[src/rtl/sw_debounce4_if.sv]
// sw_debounce4_if: raw switch bus in, debounced levels, edge pulses and one-hot qualifier out
interface sw_debounce4_if #(
  parameter int N_SW = 4
);
  logic [N_SW-1:0] sw_raw;
  logic [N_SW-1:0] sw_db;
  logic [N_SW-1:0] sw_rise;
  logic [N_SW-1:0] sw_fall;
  logic            sw_onehot;
  modport master (output sw_raw, input sw_db, sw_rise, sw_fall, sw_onehot);
  modport slave  (input sw_raw, output sw_db, sw_rise, sw_fall, sw_onehot);
endinterface

[src/rtl/sw_debounce4.sv]
// sw_debounce4: two-flop synchroniser plus independent per-bit debounce with rise/fall pulses
module sw_debounce4 #(
  parameter  int N_SW            = 4,
  parameter  int DEBOUNCE_CYCLES = 500000,
  localparam int CNT_W           = $clog2(DEBOUNCE_CYCLES)
) (
  input logic           clk,
  input logic           key,
  sw_debounce4_if.slave bus
);
  typedef enum logic {IDLE, COUNT} state_t;
  localparam logic [CNT_W-1:0] LAST = CNT_W'(DEBOUNCE_CYCLES - 1);
  logic [N_SW-1:0]  sync1, sync2;
  logic [N_SW-1:0]  db, rise, fall;
  logic [N_SW-1:0]  db_nx, rise_nx, fall_nx;
  state_t           state [N_SW];
  state_t           state_nx [N_SW];
  logic [CNT_W-1:0] cnt [N_SW];
  logic [CNT_W-1:0] cnt_nx [N_SW];

  // per bit: count while the synchronised level differs from db, any agreement restarts from 0
  always_comb begin
    db_nx   = db;
    rise_nx = '0;
    fall_nx = '0;
    for (int i = 0; i < N_SW; i++) begin
      state_nx[i] = state[i];
      cnt_nx[i]   = cnt[i];
      if (sync2[i] == db[i]) begin
        state_nx[i] = IDLE;
        cnt_nx[i]   = '0;
      end else if (state[i] == IDLE) begin
        state_nx[i] = COUNT;
        cnt_nx[i]   = CNT_W'(1);
      end else if (cnt[i] == LAST) begin
        state_nx[i] = IDLE;
        cnt_nx[i]   = '0;
        db_nx[i]    = sync2[i];
        rise_nx[i]  = sync2[i];
        fall_nx[i]  = ~sync2[i];
      end else begin
        cnt_nx[i]   = cnt[i] + CNT_W'(1);
      end
    end
  end

  // synchroniser, debounce state and registered outputs; key clears all progress asynchronously
  always_ff @(posedge clk or negedge key) begin
    if (!key) begin
      sync1 <= '0;
      sync2 <= '0;
      db    <= '0;
      rise  <= '0;
      fall  <= '0;
      for (int i = 0; i < N_SW; i++) begin
        state[i] <= IDLE;
        cnt[i]   <= '0;
      end
    end else begin
      sync1 <= bus.sw_raw;
      sync2 <= sync1;
      db    <= db_nx;
      rise  <= rise_nx;
      fall  <= fall_nx;
      state <= state_nx;
      cnt   <= cnt_nx;
    end
  end

  assign bus.sw_db     = db;
  assign bus.sw_rise   = rise;
  assign bus.sw_fall   = fall;
  assign bus.sw_onehot = (db != '0) && ((db & (db - N_SW'(1))) == '0);
endmodule

[src/flat_wrapper.sv]
// flat-port wrapper written by rule: the top's interface ports become plain ports
module sw_debounce4_flat 
#(
  parameter  int N_SW            = 4,
  parameter  int DEBOUNCE_CYCLES = 500000,
  localparam int CNT_W           = $clog2(DEBOUNCE_CYCLES)
)
  (clk, key, bus_sw_raw, bus_sw_db, bus_sw_rise, bus_sw_fall, bus_sw_onehot);
  sw_debounce4_if #(.N_SW(N_SW)) bus_i ();
  input logic clk;
  input logic key;
  input wire logic [$bits(bus_i.sw_raw)-1:0] bus_sw_raw;
  output wire logic [$bits(bus_i.sw_db)-1:0] bus_sw_db;
  output wire logic [$bits(bus_i.sw_rise)-1:0] bus_sw_rise;
  output wire logic [$bits(bus_i.sw_fall)-1:0] bus_sw_fall;
  output wire logic [$bits(bus_i.sw_onehot)-1:0] bus_sw_onehot;
  assign bus_i.sw_raw = bus_sw_raw;
  assign bus_sw_db = bus_i.sw_db;
  assign bus_sw_rise = bus_i.sw_rise;
  assign bus_sw_fall = bus_i.sw_fall;
  assign bus_sw_onehot = bus_i.sw_onehot;
  sw_debounce4 #(.N_SW(N_SW), .DEBOUNCE_CYCLES(DEBOUNCE_CYCLES)) u_core (.clk(clk), .key(key), .bus(bus_i));
endmodule
[config.mk]
export PLATFORM = sky130hd
export DESIGN_NAME = sw_debounce4_flat
export DESIGN_NICKNAME = d
export VERILOG_FILES = /design/src/rtl/sw_debounce4_if.sv /design/src/rtl/sw_debounce4.sv /design/src/flat_wrapper.sv
export SDC_FILE = /design/constraint.sdc
export NUM_CORES = 1
export LEC_CHECK = 0
export BUFFER_PORTS_ARGS = -buffer_cell sky130_fd_sc_hd__buf_2
export CAP_MARGIN = 30
export CORE_ASPECT_RATIO = 0.75
export CORE_MARGIN = 8
export CORE_UTILIZATION = 45
export DETAILED_ROUTE_END_ITERATION = 7
export SLEW_MARGIN = 20
export SYNTH_ARGS = -nofsm -noshare
export SYNTH_HDL_FRONTEND = slang
export SYNTH_SLANG_ARGS = --single-unit
[constraint.sdc]
create_clock -name clk -period 2.8 [get_ports clk]
set_clock_uncertainty 0.15 [all_clocks]
set_input_delay 0.56 -clock clk [delete_from_list [all_inputs] [get_ports clk]]
set_output_delay 0.56 -clock clk [all_outputs]
set_load 0.005 [all_outputs]
==> run metrics, run 1 <==
pre-CTS setup slack=598.5 ps; GRT Total Usage=13.82%; Synth async-reset ratio=100.0%; hold crit path type=input port to flip-flop; Post-Synthesis Cells=458; Post-CTS Setup Inserts=0; CTS root buf=clkbuf_16; crit-path max FO=8; Final Non-Filler Cells=624; initial antenna violation count=0; DRT Wirelength=8.902 mm; chip width=133.5 um; Yosys cell types=39; Clock H-tree levels=3; largest net degree at the start of global routing=47; Seq pwr share=54.9%; GRT Residual Overflow=0; critical path capture point type=primary output; Post-Syn Area=4659 um^2; layout cell share with drive strength beyond 1=10.86%; commonest cells after routing, fill and taps aside=dfrtp_1, nor2_1, xnor2_1; Initial DRC Count=228; commonest non-fill, non-tap cell in the layout=dfrtp_1; vias in the first global route=3225; PortBufs=18; synthesis-to-finish area growth=11.84%; Setup TNS Final=0 ps; WL/cell=14.27 um; drt drc=0; CP Class=flip-flop to primary output; Clock transition at path regs=70 ps; synthesized area per cell=10.17 um^2; die area=13900 um^2; total power=2.688 mW; R2R Setup Slk=620 ps; Switching Fraction=22.56%; vias per inst=5.353; Logic pwr share=3.0%; Nets=493; internal power=2.081 mW; maximum VDD drop=0.0003011 V; number of synthesized flops with an enable pin=0; syn_nets=468; Leak=2.102 nW; Period Utilization, post-route=87.76%; I/O pins=19; Ys Warns=0; # rows=32; final worst setup slack=342.7 ps; WHS=165.8 ps; P_sw=0.6063 mW; Primary FF master, synth=dfrtp_1; maxcap violations=0; Initial Util=45.82%; DIE HEIGHT=104.1 um; Synth area leader=dfrtp_1; antenna cell count=0; final hold vios=0; CP startpoint kind=flip-flop; Yosys reg bits=100; max-slew violation count=0; Clk pwr share=42.1%; Slew @ Worst Pin=554.3 ps; remaining antenna violation count=0; WP data arrival=1750 ps; first-pass GRT wire length=15.87 mm; final core occ=51.24%; sequential share of the synthesized area=53.71%; Fillers=953; post-place instance area=4932 um^2; post-layout min period=2457 ps; worst skew pair latency=340 ps; First-pass DRT Iterations=4; Setup violations, final=0; RSZ-0062 raised after global routing=false; Finished Cell Area=5211 um^2; Longest Clk Path Bufs=2; fmax=406.9 MHz; clk sinks=100; Synth top area share=53.71%; DP HPWL=6.243 mm; multi-input logic area=2068 um^2; CTS tree=yes; Rel. slew slack=62.70%; gpl congestion=0.8470; placed cells=607; sequential cell area=2502 um^2; via count=3340; critical path required time=2090 ps; Power Density=515.7 nW/um^2; Synth area leaders=dfrtp_1, xnor2_1, nor2_1; CORE AREA=10170 um^2; cts bufs inserted=9; status=complete, no violations
-- Yosys cell counts (13+ instances only) --
cell type,n
dfrtp_1,100
xor2_1,22
nor2_1,68
nand3_1,25
nor3_1,14
xnor2_1,36
nor4_1,16
nand2_1,25
inv_1,13
nand4_1,22
o21ai_0,13
a21oi_1,15
-- path summary, 6_finish.rpt --
check | from | end | cells past startpoint
max in group asynchronous | key | u_core.cnt[25] | 3
min reg2reg | u_core.sync1[1] | u_core.sync2[1] | 0
max | u_core.bus.sw_db[2] | bus_sw_onehot | 3
min in group asynchronous | key | u_core.cnt[4] | 2
max reg2reg | u_core.cnt[38] | u_core.bus.sw_db[1] | 5
min | bus_sw_raw[0] | u_core.sync1[0] | 1
-- metal layers --
layer  share of wire (%)  GRT usage (%)
met3                 3.1          3.620
met5                   0              0
met1                  53          19.61
met4                 1.3          5.036
met2                  42          19.76
-- cells by family after synthesis --
kind of cell    share of synthesized area (%)
buf+inv                                 1.907
fa+ha+maj                               1.074
xor+xnor                                10.90
simple gates                            26.45
mux                                    0.9666
flops                                   53.71
compound gates                          4.995
-- power by group through the flow --
stage	Clock (mW)	Combinational (mW)	Sequential, mW
6_report	1.13	0.0801	1.48
3_5_place_dp	0	0.0828	1.50
3_3_place_gp	0	0.0807	1.50
5_1_grt	1.22	0.0948	1.48
4_1_cts	1.18	0.0840	1.48
2_1_floorplan	0	0.0357	1.50
-- state kept, by name, summed over array words and instances, names as in the netlist --
name	flops
u_core.bus.sw_rise	4
u_core.cnt	76
u_core.bus.sw_db	4
u_core.state	4
u_core.bus.sw_fall	4
u_core.sync2	4
u_core.sync1	4
-- timing repair --
item,in CTS,in global routing
gates resized for setup,0,0
hold endpoints to repair,10,0
hold buffers,1,0
-- area by class of cell --
class                   count  share of cell area, %
clock inverters             7                 0.8403
clock buffers               9                  4.322
inverters                  13                 0.9364
multi-input cells         335                  39.69
well taps                 136                  3.265
flip-flops and latches    100                  48.02
repair buffers             24                  2.929
-- critical path, stage by stage (launching register included) --
cell and delay [ps]:
dfrtp_1 500, or4b_2 670, o21ai_0 90, buf_2 140
(Power assumes the default switching activity.)
==> run 2, diff against run 1 <==
- CTS_BUF_LIST: unset -> sky130_fd_sc_hd__clkbuf_2 sky130_fd_sc_hd__clkbuf_4 sky130_fd_sc_hd__clkbuf_8
==> run metrics, run 2 (synthesized netlist as in run 1, its figures left out) <==
status=complete, no violations; chip width=133.5 um; fmax=402.9 MHz; RR Startpoint=u_core.cnt[38]; vias in the first global route=3216; max FFs per register=76; Hold Startpoint=bus_sw_raw[0]; Clock H-tree levels=3; CP startpoint kind=flip-flop; RSZ-0062 raised after global routing=false; Slew @ Worst Pin=575.9 ps; first-pass GRT wire length=15.75 mm; cts bufs inserted=9; WL/cell=14.25 um; GRT Total Usage=13.71%; crit-path max FO=8; CP Class=flip-flop to primary output; largest net degree at the start of global routing=47; CORE AREA=10170 um^2; DRT Wirelength=8.889 mm; DIE HEIGHT=104.1 um; WHS Path Cells=1; sequential cell area=2502 um^2; critical path capture point type=primary output; final worst setup slack=317.9 ps; Initial DRC Count=237; DP HPWL=6.243 mm; max-slew violation count=0; Setup violations, final=0; Clock transition at path regs=90 ps; R2R Setup Slk=600 ps; antenna cell count=0; Worst Hold Path EP=u_core.sync1[0]; maxcap violations=0; initial antenna violation count=0; top register by number of flip-flops=u_core.cnt; Logic pwr share=3.4%; multi-input logic area=2068 um^2; remaining antenna violation count=0; PortBufs=18; internal power=1.801 mW; Fillers=964; CTS tree=yes; synthesis-to-finish area growth=9.667%; Seq pwr share=62.1%; worst reg2reg endpoint=u_core.cnt[52]; clk sinks=100; maximum VDD drop=0.0001905 V; WP data arrival=1770 ps; total power=2.374 mW; die area=13900 um^2; vias per inst=5.385; Nets=493; Leak=2.056 nW; pre-CTS setup slack=598.5 ps; Switching Fraction=24.13%; # rows=32; Rel. slew slack=61.25%; commonest cells after routing, fill and taps aside=dfrtp_1, nor2_1, xnor2_1; I/O pins=19; Initial Util=45.82%; R2R cell count=5; drt drc=0; Clk pwr share=34.5%; P_sw=0.5728 mW; via count=3360; GRT Residual Overflow=0; hold crit path type=input port to flip-flop; gpl congestion=0.8470; post-layout min period=2482 ps; Power Density=464.6 nW/um^2; worst skew pair latency=370 ps; critical path required time=2090 ps; First-pass DRT Iterations=6; commonest non-fill, non-tap cell in the layout=dfrtp_1; final hold vios=0; Period Utilization, post-route=88.65%; Setup TNS Final=0 ps; Longest Clk Path Bufs=2; CTS root buf=clkbuf_8; layout cell share with drive strength beyond 1=10.86%
==> run 2: area by class of cell <==
class,count,share of cell area [%]
inverter,13,0.9549
sequential,100,48.97
timing repair buffer,24,2.987
clock buffer,9,2.424
multi-input combinational,335,40.47
tap,136,3.330
clock inverter,7,0.8570
==> run 2: through the flow <==
| stage | util, % | instances | hold WS, ps | area, um^2 |
|---|---|---|---|---|
| after floorplan | - | 458 | 114.4 | 4659 |
| after global placement | 48.50 | 607 | 182.4 | 4932 |
| after detailed placement | 48.50 | 607 | 192.6 | 4932 |
| after CTS | 50.25 | 624 | 115.1 | 5110 |
| after global routing | 50.25 | 624 | 107.7 | 5110 |
| final | 50.25 | 624 | 138.9 | 5110 |
==> run 2: worst max path at each step <==
stage	endpoint	from	depth (start not counted)	slack, ps
final	bus_sw_onehot	u_core.bus.sw_db[2]	3	320
after global routing	bus_sw_onehot	u_core.bus.sw_db[2]	3	240
after CTS	bus_sw_onehot	u_core.bus.sw_db[2]	3	280
after detailed placement	u_core.cnt[51]	u_core.cnt[38]	5	600
after global placement	u_core.cnt[18]	u_core.cnt[0]	5	650
after floorplan	u_core.cnt[64]	u_core.cnt[67]	6	790
==> run 2: worst max-delay path, stage by stage, from the launching register on <==
cell	delay (ps)
dfrtp_1	510
or4b_2	660
o21ai_0	90
buf_2	140
==> run 2: timing repair <==
item	4_1_cts	5_1_grt
gates resized for setup	0	0
setup buffers	0	0
hold endpoints to repair	28	0
hold buffers	1	0
==> run 2: per-layer routing <==
| metal | global-route usage [%] | part of all wire, % | up-vias | wire length [um] |
|---|---|---|---|---|
| li1 | - | - | 1668 | - |
| met1 | 19.49 | 52 | 1610 | 4644 |
| met2 | 19.51 | 42 | 70 | 3732 |
| met3 | 3.909 | 4.4 | 12 | 392 |
| met4 | 4.556 | 1.4 | 0 | 121 |
| met5 | 0 | 0 | - | 0 |
==> run 2: power by group through the flow <==
| stage | combinational, mW | clock (mW) | sequential [mW] |
|---|---|---|---|
| 2_1_floorplan | 0.0357 | 0 | 1.50 |
| 3_3_place_gp | 0.0807 | 0 | 1.50 |
| 3_5_place_dp | 0.0828 | 0 | 1.50 |
| 4_1_cts | 0.0839 | 0.855 | 1.48 |
| 5_1_grt | 0.0947 | 0.905 | 1.48 |
| 6_report | 0.0802 | 0.819 | 1.47 |
==> run 3, diff against run 2 <==
- CELL_PAD_IN_SITES_DETAIL_PLACEMENT: unset -> 0
- CELL_PAD_IN_SITES_GLOBAL_PLACEMENT: unset -> 1
- CORE_MARGIN: 8 -> 5
- PLACE_DENSITY_LB_ADDON: unset -> 0.1
==> run metrics, run 3 (synthesized netlist as in run 1, its figures left out) <==
WHS=51.37 ps; hold crit path type=input port to asynchronous set/reset pin; synthesis-to-finish area growth=9.613%; post-place instance area=4925 um^2; Power Density=472.3 nW/um^2; worst reg2reg endpoint=u_core.cnt[71]; commonest non-fill, non-tap cell in the layout=dfrtp_1; # rows=32; antenna cell count=0; Nets=491; Leak=2.062 nW; gpl congestion=0.7918; clk sinks=100; CTS tree=yes; first-pass GRT wire length=16.18 mm; PortBufs=18; final core occ=50.02%; max-slew violation count=0; GRT Total Usage=15.92%; total power=2.412 mW; maxcap violations=0; CP startpoint kind=flip-flop; status=complete, no violations; DRT Wirelength=9.044 mm; largest net degree at the start of global routing=51; Slew @ Worst Pin=635.8 ps; initial antenna violation count=0; CP Class=flip-flop to primary output; Clock transition at path regs=90 ps; Period Utilization, post-route=87.19%; DIE HEIGHT=98.13 um; CORE AREA=10210 um^2; pre-CTS setup slack=601.3 ps; top register by number of flip-flops=u_core.cnt; Initial DRC Count=242; Finished Cell Area=5107 um^2; max FFs per register=76; layout cell share with drive strength beyond 1=10.70%; Setup TNS Final=0 ps; vias per inst=5.376; Rel. slew slack=57.22%; worst skew pair latency=370 ps; Clock H-tree levels=3; R2R cell count=4; Initial Util=45.64%; CTS-repair resized insts=0; remaining antenna violation count=0; RR Startpoint=u_core.cnt[67]; maximum VDD drop=0.0002323 V; R2R Setup Slk=570 ps; WL/cell=14.54 um; drt drc=0; final worst setup slack=358.7 ps; GRT Residual Overflow=0; CTS root buf=clkbuf_8; placed cells=606; vias in the first global route=3279; I/O pins=19; RSZ-0062 raised after global routing=false; critical path required time=2090 ps; post-layout min period=2441 ps; Final Non-Filler Cells=622; Setup violations, final=0; First-pass DRT Iterations=6; WP data arrival=1730 ps; Post-CTS Setup Inserts=0; chip width=127.5 um; DP HPWL=6.191 mm; commonest cells after routing, fill and taps aside=dfrtp_1, nor2_1, xnor2_1; fmax=409.6 MHz; crit-path max FO=8; final hold vios=0; via count=3344; cts bufs inserted=9; Hold Buf Count CTS=0; die area=12510 um^2; Longest Clk Path Bufs=2; critical path capture point type=primary output
==> run 3: worst max-delay path by stage <==
stage / cells past startpoint / start / endpoint / slack, ps
final: 3 / u_core.bus.sw_db[3] / bus_sw_onehot / 360
after global routing: 3 / u_core.bus.sw_db[3] / bus_sw_onehot / 260
after CTS: 3 / u_core.bus.sw_db[2] / bus_sw_onehot / 320
after detailed placement: 4 / u_core.cnt[30] / u_core.cnt[24] / 600
after global placement: 5 / u_core.cnt[0] / u_core.cnt[18] / 620
after floorplan: 6 / u_core.cnt[67] / u_core.cnt[64] / 790
==> run 3: layout make-up <==
cell class / count / area, um^2
timing repair buffer: 22 / 135.1
clock inverter: 4 / 23.77
tap: 136 / 170.2
fill: 965 / 5102
inverter: 13 / 48.80
sequential: 100 / 2502
clock buffer: 12 / 158.9
multi-input combinational: 335 / 2068
==> run 3: report_power, final <==
| part | internal (mW) | switching, mW | leakage (nW) |
|---|---|---|---|
| sequential | 1.46 | 0.0156 | 1.36 |
| clock | 0.379 | 0.480 | 0.0995 |
| combinational | 0.0225 | 0.0562 | 0.602 |
==> run 3: worst max-delay path: stages, from the launching register on <==
cell and delay, ps:
dfrtp_1 460, or4b_2 670, o21ai_0 90, buf_2 140
==> run 3: routing by layer <==
layer | vias up | global-route usage [%] | part of all wire, %
li1 | 1666 | - | -
met1 | 1619 | 23.70 | 53
met2 | 48 | 22.97 | 42
met3 | 11 | 4.483 | 3.6
met4 | 0 | 3.957 | 1.1
met5 | - | 0 | 0
